$ cat config.mk
export PLATFORM = sky130hd
export DESIGN_NAME = logic_unit_resp_flat
export DESIGN_NICKNAME = d
export VERILOG_FILES = /design/src/rtl/logic_unit_resp_if.sv /design/src/rtl/logic_unit_resp.sv /design/src/flat_wrapper.sv
export SDC_FILE = /design/constraint.sdc
export NUM_CORES = 1
export LEC_CHECK = 0
export CAP_MARGIN = 30
export CORE_AREA = 2 2 135 137
export DETAILED_ROUTE_END_ITERATION = 10
export DIE_AREA = 0 0 137 139
export HOLD_SLACK_MARGIN = 0.12
export SLEW_MARGIN = 5
export SYNTH_ARGS = -nofsm -noshare
export SYNTH_HDL_FRONTEND = slang
export SYNTH_SLANG_ARGS = --single-unit
$ cat constraint.sdc
create_clock -name clk -period 2.25 [get_ports clk]
set_input_delay 0.3375 -clock clk [delete_from_list [all_inputs] [get_ports clk]]
set_output_delay 0.3375 -clock clk [all_outputs]
set_load 0.03 [all_outputs]
$ cat src/rtl/logic_unit_resp_if.sv
// Request/response handshake bundle for the buffered bitwise logic responder.
// The master side issues operands and consumes results; the slave side is the responder.
interface logic_unit_resp_if #(
    parameter int WIDTH = 20
);
    logic             req_valid;
    logic             req_ready;
    logic [WIDTH-1:0] req_a;
    logic [WIDTH-1:0] req_b;
    logic [1:0]       req_op;
    logic             rsp_valid;
    logic             rsp_ready;
    logic [WIDTH-1:0] rsp_y;
    logic             rsp_zero;

    modport master (
        output req_valid, req_a, req_b, req_op, rsp_ready,
        input  req_ready, rsp_valid, rsp_y, rsp_zero
    );

    modport slave (
        input  req_valid, req_a, req_b, req_op, rsp_ready,
        output req_ready, rsp_valid, rsp_y, rsp_zero
    );
endinterface

$ cat src/rtl/logic_unit_resp.sv
// Buffered bitwise logic responder.
// Each accepted request computes AND/OR/XOR/ANDN of its operands. The result and its
// zero flag go into a small in-order FIFO that drains over the response channel.
// req_ready depends only on the registered occupancy, so a pop on a full FIFO frees
// a slot for the following cycle, never the same one.
module logic_unit_resp #(
    parameter int WIDTH = 20,
    parameter int DEPTH = 4
) (
    input  logic                clk,
    input  logic                rst_n,
    logic_unit_resp_if.slave    bus,
    output logic [15:0]         op_count
);
    localparam int PW = $clog2(DEPTH);
    localparam logic [PW:0] DEPTH_C = (PW+1)'(DEPTH);

    typedef enum logic [1:0] {
        OP_AND  = 2'b00,
        OP_OR   = 2'b01,
        OP_XOR  = 2'b10,
        OP_ANDN = 2'b11
    } op_e;

    typedef struct packed {
        logic             zero;
        logic [WIDTH-1:0] y;
    } entry_t;

    entry_t           mem [DEPTH];
    logic [PW-1:0]    wr_ptr;
    logic [PW-1:0]    rd_ptr;
    logic [PW:0]      cnt;
    logic [WIDTH-1:0] result;
    logic             accept;
    logic             pop;

    assign bus.req_ready = (cnt < DEPTH_C);
    assign bus.rsp_valid = (cnt != '0);
    assign accept        = bus.req_valid && bus.req_ready;
    assign pop           = bus.rsp_valid && bus.rsp_ready;

    // Bitwise result of the request currently on the request channel.
    always_comb begin
        // NOTE: every output of a combinational block gets a default first, so no path
        // through it leaves a value unassigned and no latch is inferred.
        result = '0;
        case (op_e'(bus.req_op))
            OP_AND:  result = bus.req_a & bus.req_b;
            OP_OR:   result = bus.req_a | bus.req_b;
            OP_XOR:  result = bus.req_a ^ bus.req_b;
            OP_ANDN: result = bus.req_a & ~bus.req_b;
            default: result = '0;
        endcase
    end

    // Head-of-queue output, forced to zero while nothing is queued.
    always_comb begin
        bus.rsp_y    = '0;
        bus.rsp_zero = 1'b0;
        if (bus.rsp_valid) begin
            bus.rsp_y    = mem[rd_ptr].y;
            bus.rsp_zero = mem[rd_ptr].zero;
        end
    end

    // Result storage: written on accept; flushed on reset so stale results never leak.
    always_ff @(posedge clk or negedge rst_n) begin
        // NOTE: clocked state uses non-blocking assignments so every register samples
        // pre-edge values regardless of process ordering.
        if (!rst_n) begin
            // NOTE: the storage array is reset here on purpose; a flushed queue must
            // hold zeros, which costs a reset on each entry rather than a plain RAM.
            for (int i = 0; i < DEPTH; i++) begin
                mem[i] <= '0;
            end
        end else if (accept) begin
            mem[wr_ptr] <= '{zero: (result == '0), y: result};
        end
    end

    // Pointers, occupancy and the delivered-response counter.
    always_ff @(posedge clk or negedge rst_n) begin
        if (!rst_n) begin
            wr_ptr   <= '0;
            rd_ptr   <= '0;
            cnt      <= '0;
            op_count <= '0;
        end else begin
            if (accept) begin
                wr_ptr <= wr_ptr + 1'b1;
            end
            if (pop) begin
                rd_ptr   <= rd_ptr + 1'b1;
                op_count <= op_count + 16'd1;
            end
            case ({accept, pop})
                2'b10:   cnt <= cnt + 1'b1;
                2'b01:   cnt <= cnt - 1'b1;
                default: cnt <= cnt;
            endcase
        end
    end
endmodule

$ cat src/flat_wrapper.sv
// flat-port wrapper written by rule: the top's interface ports become plain ports
module logic_unit_resp_flat 
#(
    parameter int WIDTH = 20,
    parameter int DEPTH = 4
)
  (clk, rst_n, op_count, bus_req_valid, bus_req_a, bus_req_b, bus_req_op, bus_rsp_ready, bus_req_ready, bus_rsp_valid, bus_rsp_y, bus_rsp_zero);
  logic_unit_resp_if #(.WIDTH(WIDTH)) bus_i ();
  input  logic clk;
  input  logic rst_n;
  output logic [15:0] op_count;
  input wire logic [$bits(bus_i.req_valid)-1:0] bus_req_valid;
  input wire logic [$bits(bus_i.req_a)-1:0] bus_req_a;
  input wire logic [$bits(bus_i.req_b)-1:0] bus_req_b;
  input wire logic [$bits(bus_i.req_op)-1:0] bus_req_op;
  input wire logic [$bits(bus_i.rsp_ready)-1:0] bus_rsp_ready;
  output wire logic [$bits(bus_i.req_ready)-1:0] bus_req_ready;
  output wire logic [$bits(bus_i.rsp_valid)-1:0] bus_rsp_valid;
  output wire logic [$bits(bus_i.rsp_y)-1:0] bus_rsp_y;
  output wire logic [$bits(bus_i.rsp_zero)-1:0] bus_rsp_zero;
  assign bus_i.req_valid = bus_req_valid;
  assign bus_i.req_a = bus_req_a;
  assign bus_i.req_b = bus_req_b;
  assign bus_i.req_op = bus_req_op;
  assign bus_i.rsp_ready = bus_rsp_ready;
  assign bus_req_ready = bus_i.req_ready;
  assign bus_rsp_valid = bus_i.rsp_valid;
  assign bus_rsp_y = bus_i.rsp_y;
  assign bus_rsp_zero = bus_i.rsp_zero;
  logic_unit_resp #(.WIDTH(WIDTH), .DEPTH(DEPTH)) u_core (.clk(clk), .rst_n(rst_n), .bus(bus_i), .op_count(op_count));
endmodule
==> results of run 1 <==
[cell usage after synthesis (all sizes together), types with 2 or more instances]
library cell	instances	area, um2
inv	56	210
nand2	122	458
a41oi	2	17.5
o21a	2	15.0
nor2	6	22.5
a21o	6	45.0
nand4	7	58.8
nand3	3	15.0
nand2b	4	25.0
xnor2	24	218
o41ai	4	65.1
dfrtp	107	2680
and2	2	12.5
ha	29	363
a22o	3	26.3
a22oi	3	27.5
o31ai	2	28.8
nor2b	22	138
and3	6	37.5
buf	15	90.1
mux4	21	473
nor3	10	55.1
xor2	17	149
a21oi	16	83.8
clkbuf	22	82.6
a221oi	6	65.1
a31oi	2	12.5
a32o	2	20.0
o21ai	104	521
[final timing paths]
path / slack [ns] / startpoint / to / cells past startpoint
max in group asynchronous: 1.07 / rst_n / u_core.rd_ptr[1]$_DFFE_PN0P_ / 3
hold reg to reg: 0.47 / u_core.op_count[15]$_DFFE_PN0P_ / u_core.op_count[15]$_DFFE_PN0P_ / 1
setup reg to reg: 0.54 / u_core.cnt[0]$_DFFE_PN0P_ / u_core.cnt[1]$_DFFE_PN0P_ / 5
setup / recovery: -0.04 / u_core.rd_ptr[0]$_DFFE_PN0P_ / bus_rsp_y[10] / 6
hold / removal: 0.47 / u_core.op_count[15]$_DFFE_PN0P_ / u_core.op_count[15]$_DFFE_PN0P_ / 1
min in group asynchronous: 0.55 / rst_n / u_core.op_count[14]$_DFFE_PN0P_ / 2
[cells by family after synthesis]
logic type      Yosys count
mux                      22
compound gates          155
buf+inv                  93
xor+xnor                 41
simple gates            184
flops                   107
fa+ha+maj                30
[registers in the layout, summed over array words and instances (netlist names)]
signal	flops
u_core.op_count	16
u_core.cnt	3
u_core.wr_ptr	2
u_core.mem	84
u_core.rd_ptr	2
[report_power, final]
group / internal, mW / total (mW) / switching (mW)
registers: 2.69 / 3.19 / 0.501
logic: 2.16 / 4.51 / 2.35
clock network: 0.883 / 1.62 / 0.739
[placed cells by master, fill, tap and decap left out, types with 8 or more instances in the layout]
cell type | Yosys | routed
xor2_1 | 17 | 17
mux4_2 | 21 | 21
xnor2_1 | 23 | 23
nor3_1 | 9 | 8
a21oi_1 | 15 | 15
clkbuf_16 | 0 | 9
ha_1 | 29 | 27
o21ai_0 | 100 | 100
clkdlybuf4s50_1 | 0 | 60
inv_1 | 55 | 54
dfrtp_1 | 107 | 106
nand2_1 | 122 | 122
nor2b_1 | 22 | 21
buf_4 | 0 | 98
[layout make-up]
cell class	count	area, um2
multi-input combinational	432	3100
inverter	56	214
sequential	107	2680
fill	1697	9450
timing repair buffer	176	1610
tap	229	287
clock inverter	7	85.1
clock buffer	9	225
[critical path: cells and delay by family (launching register included)]
kind,cells,cell delay [ns]
flops,1,0.40
buf+inv,4,0.66
simple gates,1,0.14
mux,1,0.40
[stage by stage]
| step | worst slack (ns) | setup TNS (ns) | cell area [um2] |
|---|---|---|---|
| 4_1_cts | -0.0702 | -0.613 | 8120 |
| 5_1_grt | -0.0892 | -1.14 | 8210 |
| 6_report | -0.0372 | -0.107 | 8210 |
| 3_3_place_gp | -0.256 | -2.98 | 7670 |
| 3_5_place_dp | -0.394 | -6.40 | 7670 |
| 2_1_floorplan | 0.333 | 0 | 6090 |
[timing repair]
item	CTS	global route
setup buffers	6	2
setup endpoints to repair	22	23
hold endpoints to repair	45	0
cloned	1	0
pin swaps	0	7
resized for setup	22	17
hold buffers	1	0
[metal layers]
metal,up-vias,part of all wire,GRT usage,wire (um)
li1,2453,-,-,-
met1,2361,0.48,0.224,7180
met2,114,0.48,0.264,7200
met3,7,0.038,0.0252,581
met4,0,0.0094,0.0380,142
met5,-,0,0,0
==> flow_summary.toml, run 1 <==
[routing]
drcViolationCount = 0
wl_mm = 15.1
drt_pass1_iterations = 4
avgRoutedWirePerCell_um = 14.9
antenna_left = 0
viasPerCell = 4.86
drtIter0Drc = 174
vias = 4935

[worst_setup_path]
endpoint_kind = "output pin"
cp.required_ns = 1.91
cp_max_fo = 4
startpoint_type = "flop"
path_class = "flop to output pin"
cpMostUsedCell = "buf_12"
crit_chain = "buf_12 -> buf_12 -> buf_4 -> mux4_2 -> nor2b_1 -> clkdlybuf4s15_2"
worst_path_largest_cell_delay_ns = 0.40
slowest_stage = "dfrtp_1"
cp.arrival_ns = 1.95

[worst_hold_path]
hp-class = "flop to flop"

[finish]
drive_gt1_frac = 0.221
fin_util = 0.465
stdcell_count = 1016
diodes = 0
finalNetCount = 858
synthToLayoutAreaGrowth_pct = 34.7

[clock_network]
cts.sinks = 107
cts_tree = "yes"
numCtsBuffers = 9
clock_latency_ns = 0.35
htree_levels = 3
clk_pin_slew_ns = 0.07
cts_root_buffer = "clkbuf_16"
clk_path_buf_depth = 2

[timing]
slew_headroom = 0.577
period_needed_ns = 2.29
finalSetupViolations = 7
fin_skew_ns = 0.00959
drv_slew = 0
rsz0062_at_grt = "true"
hold_violations = 0
timing.final.ws_setup_ns = -0.0372
min_period_over_period = 1.02
fmax_ghz = 0.437
worstMarginPinSlew_ns = 0.634
holdWs_ns = 0.470

[run_status]
violations = "negative setup slack"
status = "finished with violations"

[logic_synthesis]
yosysWarningCount = 0
synthFlopType = "dfrtp_1"
synth-simple-area-share = 0.138
synth_top_family_by_area = "compound AO/OA/AOI/OAI gates"
ys_seq_area_frac = 0.439
syn-num-nets = 708
synth-xor-area-share = 0.0602
synthAdderAreaFrac = 0.0628
synth_mux_area_frac = 0.0795
netlist_area_mm2 = 0.00609
synth_cell_type_count = 47
async_flop_share = 1.00
synth_compound_area_frac = 0.157
netlist_instances = 632
ys_ff_latch = 107
synth-edff-count = 0
syn_avg_cell_area_um2 = 9.64

[global_route]
grt.total_usage = 0.161
grt-ovfl-total = 0
grt_pass1_wl_mm = 24.6
grt_max_degree = 48
grt_pass1_vias = 4948
antenna_found_initial = 0

[placed_design]
place_congestion = 0.898
io_buffers = 84
hpwl_mm = 11.4
dp.cells = 990

[pwr]
irDropWorstVdd_uv = 568
p_leak_nw = 3.87
power_mw = 9.32
power_density_mw_per_mm2 = 1140

[floorplanning]
die_h_um = 139
start_util = 0.345
fp-row-count = 49
ios = 85
die_w_um = 137
die_area_mm2 = 0.0190
core_area_mm2 = 0.0177

[run]
maxCapViolCount = 0
(Power assumes the default switching activity.)
==> run 2, diff against run 1 <==
--- a/config.mk
+++ b/config.mk
@@ -9,6 +9,8 @@
 export CORE_AREA = 2 2 135 137
 export DETAILED_ROUTE_END_ITERATION = 10
 export DIE_AREA = 0 0 137 139
+export GPL_ROUTABILITY_DRIVEN = 0
+export GPL_TIMING_DRIVEN = 0
 export HOLD_SLACK_MARGIN = 0.12
 export SLEW_MARGIN = 5
 export SYNTH_ARGS = -nofsm -noshare
==> flow_summary.toml, run 2 (synthesis results as in run 1) <==
[timing]
finalSetupViolations = 0
timing.final.ws_setup_ns = 0.0478
hold_violations = 0
min_period_over_period = 0.979
fmax_ghz = 0.454
worstMarginPinSlew_ns = 0.625
period_needed_ns = 2.20
slew_headroom = 0.583
rsz0062_at_grt = "true"
drv_slew = 0
fin_skew_ns = 0.00679

[finish]
final_area_mm2 = 0.00767
top_register = "u_core.mem"
largest_registers = "u_core.mem (84), u_core.op_count (16), u_core.cnt (3)"
layout_common_cells = "nand2_1, dfrtp_1, o21ai_0"
largest_register_ffs = 84
fillCellCount = 1762
finalNetCount = 810
final_common_cell = "nand2_1"
fin_util = 0.435
stdcell_count = 967
diodes = 0
drive_gt1_frac = 0.146
synthToLayoutAreaGrowth_pct = 25.9

[worst_setup_path]
cp.required_ns = 1.91
slowest_stage = "mux4_2"
endpoint_kind = "output pin"
crit_chain = "buf_8 -> buf_12 -> mux4_2 -> nor2b_1 -> buf_2"
startpoint_type = "flop"
timing.rr.start = "u_core.cnt[0]$_DFFE_PN0P_"
cp_max_fo = 7
crit_buf_inv = 3
cp-startpoint = "u_core.rd_ptr[0]$_DFFE_PN0P_"
critPathTopFamily = "multiplexers"
path_class = "flop to output pin"
worst_path_largest_cell_delay_ns = 0.53
cp.arrival_ns = 1.86

[pwr]
p_comb_frac = 0.480
intPower_mw = 5.32
switchingPower_mw = 3.53
power_density_mw_per_mm2 = 1150
clkPwrFrac = 0.162
irDropWorstVdd_uv = 551
p_leak_nw = 3.54
p_seq_frac = 0.358
p_sw_frac = 0.399

[clock_network]
clk_path_buf_depth = 2
htree_levels = 3
cts_root_buffer = "clkbuf_16"
clk_pin_slew_ns = 0.07
cts.sinks = 107
clock_latency_ns = 0.35
numCtsBuffers = 9
cts_tree = "yes"

[floorplanning]
die_w_um = 137
core_area_mm2 = 0.0177
ios = 85
fp-row-count = 49
die_area_mm2 = 0.0190
die_h_um = 139
start_util = 0.345

[routing]
antenna_left = 0
drt_pass1_iterations = 4
vias = 4812
drcViolationCount = 0
avgRoutedWirePerCell_um = 15.9
wl_mm = 15.3
drtIter0Drc = 293
viasPerCell = 4.98

[global_route]
grt_pass1_vias = 4753
grt.total_usage = 0.168
grt_max_degree = 57
antenna_found_initial = 0
grt_pass1_wl_mm = 25.2
grt-ovfl-total = 0

[run]
maxCapViolCount = 0

[worst_hold_path]
hp-class = "flop to flop"
hp-start = "u_core.op_count[15]$_DFFE_PN0P_"

[placed_design]
pre_cts_ws_ns = -0.717
io_buffers = 84
hpwl_mm = 11.3
placed_area_mm2 = 0.00725
dp.cells = 946

[run_status]
status = "completed"
## run 2: what timing repair did
item | 4_1_cts | 5_1_grt
hold buffers | 1 | 0
gates resized for setup | 113 | 51
endpoints found under the setup margin | 67 | 56
hold endpoints to repair | 51 | 0
setup buffers | 2 | 1
gates cloned | 0 | 2
pin swaps | 2 | 6
## run 2: path summary, 6_finish.rpt
path	slack [ns]	cells past startpoint	endpoint
setup / recovery	0.05	5	bus_rsp_y[10]
hold / removal	0.47	1	u_core.op_count[15]$_DFFE_PN0P_
setup reg to reg	0.30	8	u_core.cnt[2]$_DFFE_PN0P_
hold reg to reg	0.47	1	u_core.op_count[15]$_DFFE_PN0P_
max in group asynchronous	1.11	3	u_core.mem[37]$_DFFE_PN0P_
min in group asynchronous	0.49	2	u_core.op_count[15]$_DFFE_PN0P_
## run 2: area by class of cell
type	instances	area, um2	share of cell area
Clock inverter	4	28.8	0.00375
Multi-Input combinational cell	432	3130	0.408
Buffer	37	238	0.0310
Inverter	56	210	0.0274
Clock buffer	11	233	0.0303
Timing Repair Buffer	91	870	0.113
Tap cell	229	287	0.0373
Sequential cell	107	2680	0.349
## run 2: layer usage
metal / part of all wire / GRT usage / wire length, um / vias to the layer above
li1: - / - / - / 2355
met1: 0.46 / 0.239 / 7110 / 2301
met2: 0.47 / 0.269 / 7270 / 140
met3: 0.050 / 0.0234 / 768 / 16
met4: 0.012 / 0.0450 / 187 / 0
met5: 0 / 0 / 0 / -
## run 2: power by group through the flow
stage               combinational (mW)  sequential, mW  clock [mW]
floorplan                         2.71            3.15           0
global placement                  4.17            3.15           0
detailed placement                4.23            3.18           0
CTS                               4.08            3.16        1.47
global route                      4.70            3.26        1.55
finish                            4.25            3.17        1.43
## run 2: stage by stage
stage / hold WS [ns] / TNS [ns] / total power [mW]
floorplan: 0.0419 / 0 / 5.86
global placement: 0.457 / -387.27 / 7.32
detailed placement: 0.316 / -29.38 / 7.41
CTS: 0.483 / -0.115 / 8.72
global route: 0.500 / -0.0448 / 9.51
finish: 0.475 / 0 / 8.85
==> run 3, diff against run 2 <==
--- a/config.mk
+++ b/config.mk
@@ -9,7 +9,6 @@
 export CORE_AREA = 2 2 135 137
 export DETAILED_ROUTE_END_ITERATION = 10
 export DIE_AREA = 0 0 137 139
-export GPL_ROUTABILITY_DRIVEN = 0
 export GPL_TIMING_DRIVEN = 0
 export HOLD_SLACK_MARGIN = 0.12
 export SLEW_MARGIN = 5
==> results of run 3 <==
Same layout as run 2: the final DEF is identical, and so are final timing and power.
